==> src/rtl/mastermind_pkg.sv <==
// Shared types for the Mastermind game controller: peg/code packing, FSM states
// and a colour-counting helper used by the scorer.
package mastermind_pkg;

  localparam int NUM_PEGS   = 4;
  localparam int NUM_COLORS = 8;

  typedef logic [2:0] color_t;
  typedef color_t [NUM_PEGS-1:0] code_t;

  typedef enum logic [2:0] {
    IDLE,
    GUESS,
    SCORE_EXACT,
    SCORE_COLOR,
    RESULT,
    WON,
    LOST
  } game_state_t;

  function automatic logic [2:0] color_count(input code_t c, input color_t col);
    logic [2:0] n;
    n = '0;
    for (int p = 0; p < NUM_PEGS; p++) begin
      if (c[p] == col) n = n + 3'd1;
    end
    return n;
  endfunction

endpackage

==> src/rtl/mastermind_scorer.sv <==
// Sequential Mastermind scorer: 4 cycles of per-peg exact compare, then 8 cycles
// of per-colour min-count accumulation; exact/partial are registered on completion.
module mastermind_scorer
  import mastermind_pkg::*;
(
  input  logic        clk,
  input  logic        rst,
  input  logic        go,
  input  logic        clr,
  input  logic [11:0] code,
  input  logic [11:0] guess,
  output logic        exact_done,
  output logic        done,
  output logic [2:0]  exact,
  output logic [2:0]  partial
);

  typedef enum logic [1:0] {PH_IDLE, PH_EXACT, PH_COLOR} phase_t;

  phase_t     phase;
  code_t      code_c;
  code_t      guess_c;
  logic [2:0] cnt;
  logic [2:0] exact_acc;
  logic [2:0] match_acc;
  logic [2:0] cnt_code;
  logic [2:0] cnt_guess;
  logic [2:0] min_c;

  assign code_c  = code;
  assign guess_c = guess;

  always_comb begin
    cnt_code  = color_count(code_c, cnt);
    cnt_guess = color_count(guess_c, cnt);
    min_c     = (cnt_code < cnt_guess) ? cnt_code : cnt_guess;
  end

  // exact_done/done flag the final cycle of each phase so the controller steps in lockstep
  assign exact_done = (phase == PH_EXACT) && (cnt == 3'd3);
  assign done       = (phase == PH_COLOR) && (cnt == 3'd7);

  always_ff @(posedge clk or posedge rst) begin
    if (rst) begin
      phase     <= PH_IDLE;
      cnt       <= '0;
      exact_acc <= '0;
      match_acc <= '0;
      exact     <= '0;
      partial   <= '0;
    end else begin
      if (clr) begin
        exact   <= '0;
        partial <= '0;
      end
      if (go) begin
        phase     <= PH_EXACT;
        cnt       <= '0;
        exact_acc <= '0;
        match_acc <= '0;
      end else begin
        case (phase)
          PH_EXACT: begin
            if (code_c[cnt[1:0]] == guess_c[cnt[1:0]]) exact_acc <= exact_acc + 3'd1;
            if (exact_done) begin
              phase <= PH_COLOR;
              cnt   <= '0;
            end else begin
              cnt <= cnt + 3'd1;
            end
          end
          PH_COLOR: begin
            match_acc <= match_acc + min_c;
            cnt       <= cnt + 3'd1;
            if (done) begin
              phase   <= PH_IDLE;
              exact   <= exact_acc;
              partial <= match_acc + min_c - exact_acc;
            end
          end
          default: ;
        endcase
      end
    end
  end

endmodule

==> src/rtl/mastermind_game_ctrl.sv <==
// Mastermind game sequencer: code latch, turn handling, scoring sequence, history writes.
// Optional per-turn timeout enabled by defining MASTERMIND_TURN_TIMEOUT_EN.
module mastermind_game_ctrl
  import mastermind_pkg::*;
#(
  parameter int MAX_TURNS     = 8,
  parameter int TIMEOUT_TICKS = 30
) (
  input  logic        clk,
  input  logic        rst,
  input  logic        start,
  input  logic        submit,
  input  logic        tick,
  input  logic [11:0] rnd_code,
  input  logic [11:0] guess,
  output logic [11:0] code,
  output logic        hist_wr_en,
  output logic [2:0]  hist_wr_idx,
  output logic [11:0] hist_wr_data,
  output logic [2:0]  exact,
  output logic [2:0]  partial,
  output logic        score_valid,
  output logic [2:0]  turn,
  output logic        busy,
  output logic        won,
  output logic        lost,
  output logic        game_over
);

  game_state_t state, state_nx;
  logic        start_prev, submit_prev;
  logic        start_edge, submit_edge, turn_end;
  logic [11:0] code_r, guess_l;
  logic [2:0]  turn_r;
  logic        sc_go, sc_clr, sc_exact_done, sc_done;
  logic        game_over_r;

  assign start_edge  = start & ~start_prev;
  assign submit_edge = submit & ~submit_prev;

`ifdef MASTERMIND_TURN_TIMEOUT_EN
  logic [4:0] tick_cnt;
  logic       timeout;

  always_ff @(posedge clk or posedge rst) begin
    if (rst)                 tick_cnt <= '0;
    else if (state != GUESS) tick_cnt <= '0;
    else if (tick)           tick_cnt <= tick_cnt + 5'd1;
  end

  // The tick that reaches the limit forces the submit in its own cycle; OR-ing keeps a coincident real submit single
  assign timeout  = (state == GUESS) && tick && (tick_cnt == 5'(TIMEOUT_TICKS - 1));
  assign turn_end = submit_edge | timeout;
`else
  logic unused_cfg;
  assign unused_cfg = ^{tick, 5'(TIMEOUT_TICKS)};
  assign turn_end   = submit_edge;
`endif

  mastermind_scorer u_scorer (
    .clk        (clk),
    .rst        (rst),
    .go         (sc_go),
    .clr        (sc_clr),
    .code       (code_r),
    .guess      (guess_l),
    .exact_done (sc_exact_done),
    .done       (sc_done),
    .exact      (exact),
    .partial    (partial)
  );

  always_comb begin
    state_nx = state;
    sc_go    = 1'b0;
    sc_clr   = 1'b0;
    case (state)
      IDLE, WON, LOST: begin
        if (start_edge) begin
          state_nx = GUESS;
          sc_clr   = 1'b1;
        end
      end
      GUESS: begin
        if (turn_end) begin
          state_nx = SCORE_EXACT;
          sc_go    = 1'b1;
        end
      end
      SCORE_EXACT: if (sc_exact_done) state_nx = SCORE_COLOR;
      SCORE_COLOR: if (sc_done) state_nx = RESULT;
      RESULT: begin
        if (exact == 3'd4)                      state_nx = WON;
        else if (turn_r == 3'(MAX_TURNS - 1)) state_nx = LOST;
        else                                    state_nx = GUESS;
      end
      default: state_nx = IDLE;
    endcase
  end

  always_ff @(posedge clk or posedge rst) begin
    if (rst) begin
      state       <= IDLE;
      start_prev  <= 1'b0;
      submit_prev <= 1'b0;
      code_r      <= '0;
      guess_l     <= '0;
      turn_r      <= '0;
      game_over_r <= 1'b0;
    end else begin
      state       <= state_nx;
      start_prev  <= start;
      submit_prev <= submit;
      game_over_r <= (state == RESULT) && (state_nx != GUESS);
      if (sc_clr) begin
        code_r <= rnd_code;
        turn_r <= '0;
      end
      if (sc_go) guess_l <= guess;
      if ((state == RESULT) && (state_nx == GUESS)) turn_r <= turn_r + 3'd1;
    end
  end

  assign code         = code_r;
  assign turn         = turn_r;
  assign hist_wr_en   = (state == RESULT);
  assign score_valid  = (state == RESULT);
  assign hist_wr_idx  = turn_r;
  assign hist_wr_data = guess_l;
  assign busy         = (state == SCORE_EXACT) || (state == SCORE_COLOR) || (state == RESULT);
  assign won          = (state == WON);
  assign lost         = (state == LOST);
  assign game_over    = game_over_r;

endmodule

==> config.mk <==
export PLATFORM = sky130hd
export DESIGN_NAME = mastermind_game_ctrl
export DESIGN_NICKNAME = d
export VERILOG_FILES = /design/src/rtl/mastermind_pkg.sv /design/src/rtl/mastermind_scorer.sv /design/src/rtl/mastermind_game_ctrl.sv
export SDC_FILE = /design/constraint.sdc
export NUM_CORES = 1
export LEC_CHECK = 0
export ABC_AREA = 1
export CORE_MARGIN = 3
export CORE_UTILIZATION = 25
export CTS_BUF_LIST = sky130_fd_sc_hd__clkbuf_4 sky130_fd_sc_hd__clkbuf_8
export CTS_CLUSTER_SIZE = 20
export DETAILED_ROUTE_END_ITERATION = 12
export REMOVE_ABC_BUFFERS = 1
export SLEW_MARGIN = 20
export SYNTH_ARGS = -nofsm -noshare
export SYNTH_HDL_FRONTEND = slang
export SYNTH_HIERARCHICAL = 1
export SYNTH_SLANG_ARGS = --single-unit
==> constraint.sdc <==
create_clock -name clk -period 5.26 [get_ports clk]
set_input_delay 0.789 -clock clk [delete_from_list [all_inputs] [get_ports clk]]
set_output_delay 0.789 -clock clk [all_outputs]
set_load 0.005 [all_outputs]
==> summary.md <==
| Metric | Value |
|---|---|
| Die ar. | `14730 um2` |
| Leak | `2.188 nW` |
| R2R Path Start | `u_scorer/cnt[1]` |
| CP Launch Type | `flip-flop` |
| Worst min path class | `flip-flop to flip-flop` |
| Post-synth cell types | `30` |
| Yosys reg bits | `50` |
| DP Cell Count | `701` |
| Clock Latency Late Sink | `300 ps` |
| HPWL after detailed placement | `6640 um` |
| Final WL | `8290 um` |
| CP endpoint | `u_scorer/partial[2]` |
| Setup tns final | `0 ps` |
| YS warnings | `6` |
| Initial antenna violation count | `0` |
| CTS Sinks | `50` |
| Core area | `12820 um2` |
| Most frequent cells in the layout | `nand2_1, clkdlybuf4s50_1, inv_1, dfrtp_1, nor2_1` |
| Die Wd | `121.4 um` |
| Cell area power density | `about 630 nW/um2` |
| Antenna Nets Post-Route | `0` |
| Drc violations | `0` |
| CTS tree | `done` |
| Outcome | `finished, final reports clean` |
| R2r endpoint | `u_scorer/partial[2]` |
| Switching fraction of total power | `0.4874` |
| Antenna Cells | `0` |
| Pin count of the biggest net entering global routing | `34` |
| Net Switching | `around 0.0013 W` |
| Unrepaired setup endpoints after global routing | `false` |
| Layout cells sized above 1 | `0.05784` |
| Port Buf Inserts | `69` |
| Clock Path Buffers | `2` |
| Reg power frac | `0.274` |
| Root buf cell | `clkbuf_8` |
| Routed len/inst | `11.71 um` |
| Number of I/O pins | `71` |
| Max-slew headroom | `0.5490` |
| Max Cap Violations | `0` |
| Mapped cell area | `3328 um2` |
| Clock power frac | `0.083` |
| Arr. time, crit path | `around 4800 ps` |
| Achievable Freq | `between 200 and 250 MHz` |
| Mapped Cells | `469` |
| First-pass GRT wire length | `roughly 14000 um` |
| Logic pwr share | `0.643` |
| Vias per Instance | `4.210` |
| Final #Nets | `585` |
| Ratio of final minimum period to clock period | `0.8765` |
| H-tree depth | `2` |
| All-Layer GR Usage | `0.1183` |
| Synthesis-to-layout area growth | `27.63%` |
| Commonest non-fill, non-tap cell in the layout | `nand2_1` |
| CP required | `5450 ps` |
| Initial Util | `0.2595` |
| DRT iter0 DRCs | `~130` |
| Final Hold Fails | `0` |
| Hold buffers post-CTS | `0` |
| Least-Margin Pin Slew | `slightly below 700 ps` |
| CP Capture Type | `flip-flop` |
| Maximum VDD drop | `~0.00022 V` |
| Final cell count without fillers | `708` |
| Worst-path maximum fanout | `13` |
| Flop2flop setup slack | `650 ps` |
| Register area share after synthesis | `0.3759` |
| Final setup viols | `0` |
| Crit path time final | `around 4600 ps` |
| GRT overflow | `0` |
| Avg Inst Size Synth | `between 7 and 8 um2` |
| Vias in the first global route | `3011` |
| Crit path kind | `flip-flop to flip-flop` |
| Internal cell power | `0.001371 W` |
| CP startpoint | `u_scorer/cnt[1]` |
| Num rows | `41` |
| Gp weighted congestion | `between 0.8 and 0.9` |
| Drt first pass iters | `4` |
| CTS Buf Count | `5` |
| Die Height | `121.4 um` |
| Vias | `2981` |
| Post-CTS Setup Bufs | `0` |
| Post-CTS sizing | `0` |
| Worst reg2reg path depth | `24` |
| Fin Clk Skew | `slightly above 5 ps` |
| Max-slew violations | `0` |
| Fin util | `0.3312` |
| Clock slew at reported path FFs | `~90 ps` |
sequential cells by signal (all words and copies together), names as in the netlist:
signal,count
code,12
game_over,1
hist_wr_data,12
hist_wr_idx,3
start_prev,1
state,3
submit_prev,1
u_scorer/cnt,3
u_scorer/exact,3
u_scorer/exact_acc,3
u_scorer/match_acc,3
u_scorer/partial,3
u_scorer/phase,2
cell families after synthesis:
| kind of cell | Yosys count | synth area share |
|---|---|---|
| buf+inv | 86 | 0.1124 |
| xor+xnor | 17 | 0.04474 |
| flops | 50 | 0.3759 |
| fa+ha+maj | 20 | 0.07970 |
| simple gates | 264 | 0.3353 |
| compound gates | 32 | 0.05188 |
critical path, stage by stage, from the launching register on:
cell and delay [ps]:
dfrtp_2 520, xnor2_1 190, nand2_1 70, nor2_1 220, inv_1 80, ha_1 180, o21ai_0 270, ha_1 200
inv_1 40, nor2_1 120, xnor2_1 170, inv_1 70, ha_1 300, inv_1 40, a21oi_1 210, nand2_1 110
nand2_1 70, nand2_1 60, ha_1 190, fa_1 480, fa_1 420, xor2_1 200, a21oi_1 90, o21ai_0 90
o21ai_0 100
layout make-up:
cell class	count	area, um2
Fill cell	1407	8577
Sequential cell	50	1252
Multi-Input combinational cell	333	1703
Tap cell	172	215.2
Inverter	73	274.0
Clock buffer	5	68.82
Clock inverter	2	13.76
Timing Repair Buffer	73	720.7
per-stage QoR:
| step | power [W] | cell area (um2) | setup slack [ps] | hold slack, ps |
|---|---|---|---|---|
| 6_report | 0.002675 | 4248 | 649.8 | 533.7 |
| 5_1_grt | 0.003027 | 4248 | 10.77 | 573.0 |
| 4_1_cts | 0.002704 | 4247 | 495.4 | 531.5 |
| 3_5_place_dp | 0.002471 | 4164 | 495.2 | 503.7 |
| 3_3_place_gp | 0.002386 | 4164 | 789.1 | 484.5 |
| 2_1_floorplan | 0.001866 | 3228 | 1030 | 459.4 |
how the worst min path moves through the flow:
stage                                startpoint                     to  slack [ps]  depth (start not counted)
after floorplan           u_scorer/match_acc[0]  u_scorer/match_acc[0]         460                          2
after detailed placement  u_scorer/match_acc[0]  u_scorer/match_acc[0]         500                          2
after CTS                 u_scorer/match_acc[0]  u_scorer/match_acc[0]         530                          2
final                     u_scorer/match_acc[2]  u_scorer/match_acc[2]         530                          2
after global routing      u_scorer/match_acc[0]  u_scorer/match_acc[0]         570                          2
after global placement    u_scorer/match_acc[0]  u_scorer/match_acc[0]         480                          2
power groups by stage:
stage               sequential [W]  clock (W)  combinational (W)
detailed placement        0.000740          0            0.00173
global route              0.000764   0.000247            0.00202
CTS                       0.000734   0.000231            0.00174
global placement          0.000737          0            0.00165
floorplan                 0.000713          0            0.00115
finish                    0.000732   0.000221            0.00172
layer usage:
metal,wire (um),vias up,part of all wire,track usage
li1,-,1563,-,-
met4,142,0,0.017,0.03711
met2,4155,70,0.50,0.2086
met3,288,10,0.035,0.01585
met5,0,-,0,0
met1,3703,1338,0.45,0.1491
Yosys cell counts:
cell | instances | area [um2]
a21boi_1 | 1 | 7.510
a21oi_1 | 5 | 25.02
a22o_1 | 1 | 8.760
buf_2 | 2 | 10.01
buf_4 | 7 | 52.55
buf_6 | 3 | 33.78
clkbuf_1 | 1 | 3.750
dfrtp_1 | 50 | 1251
fa_1 | 2 | 40.04
ha_1 | 18 | 225.2
inv_1 | 67 | 251.5
inv_2 | 6 | 22.52
nand2_1 | 177 | 664.4
nand2_2 | 4 | 25.02
nand3_1 | 29 | 145.1
nand3_2 | 3 | 30.03
nand4_1 | 7 | 43.79
nor2_1 | 34 | 127.6
nor2_2 | 2 | 12.51
nor2_4 | 2 | 22.52
nor3_1 | 2 | 10.01
nor3_4 | 1 | 16.27
o211ai_1 | 1 | 7.510
o21ai_0 | 20 | 100.1
o21ai_1 | 1 | 5.000
o22ai_1 | 3 | 18.77
or2_1 | 2 | 12.51
or2_2 | 1 | 6.260
xnor2_1 | 12 | 105.1
xor2_1 | 5 | 43.79
No activity file was read; power rests on OpenSTA's default activity.
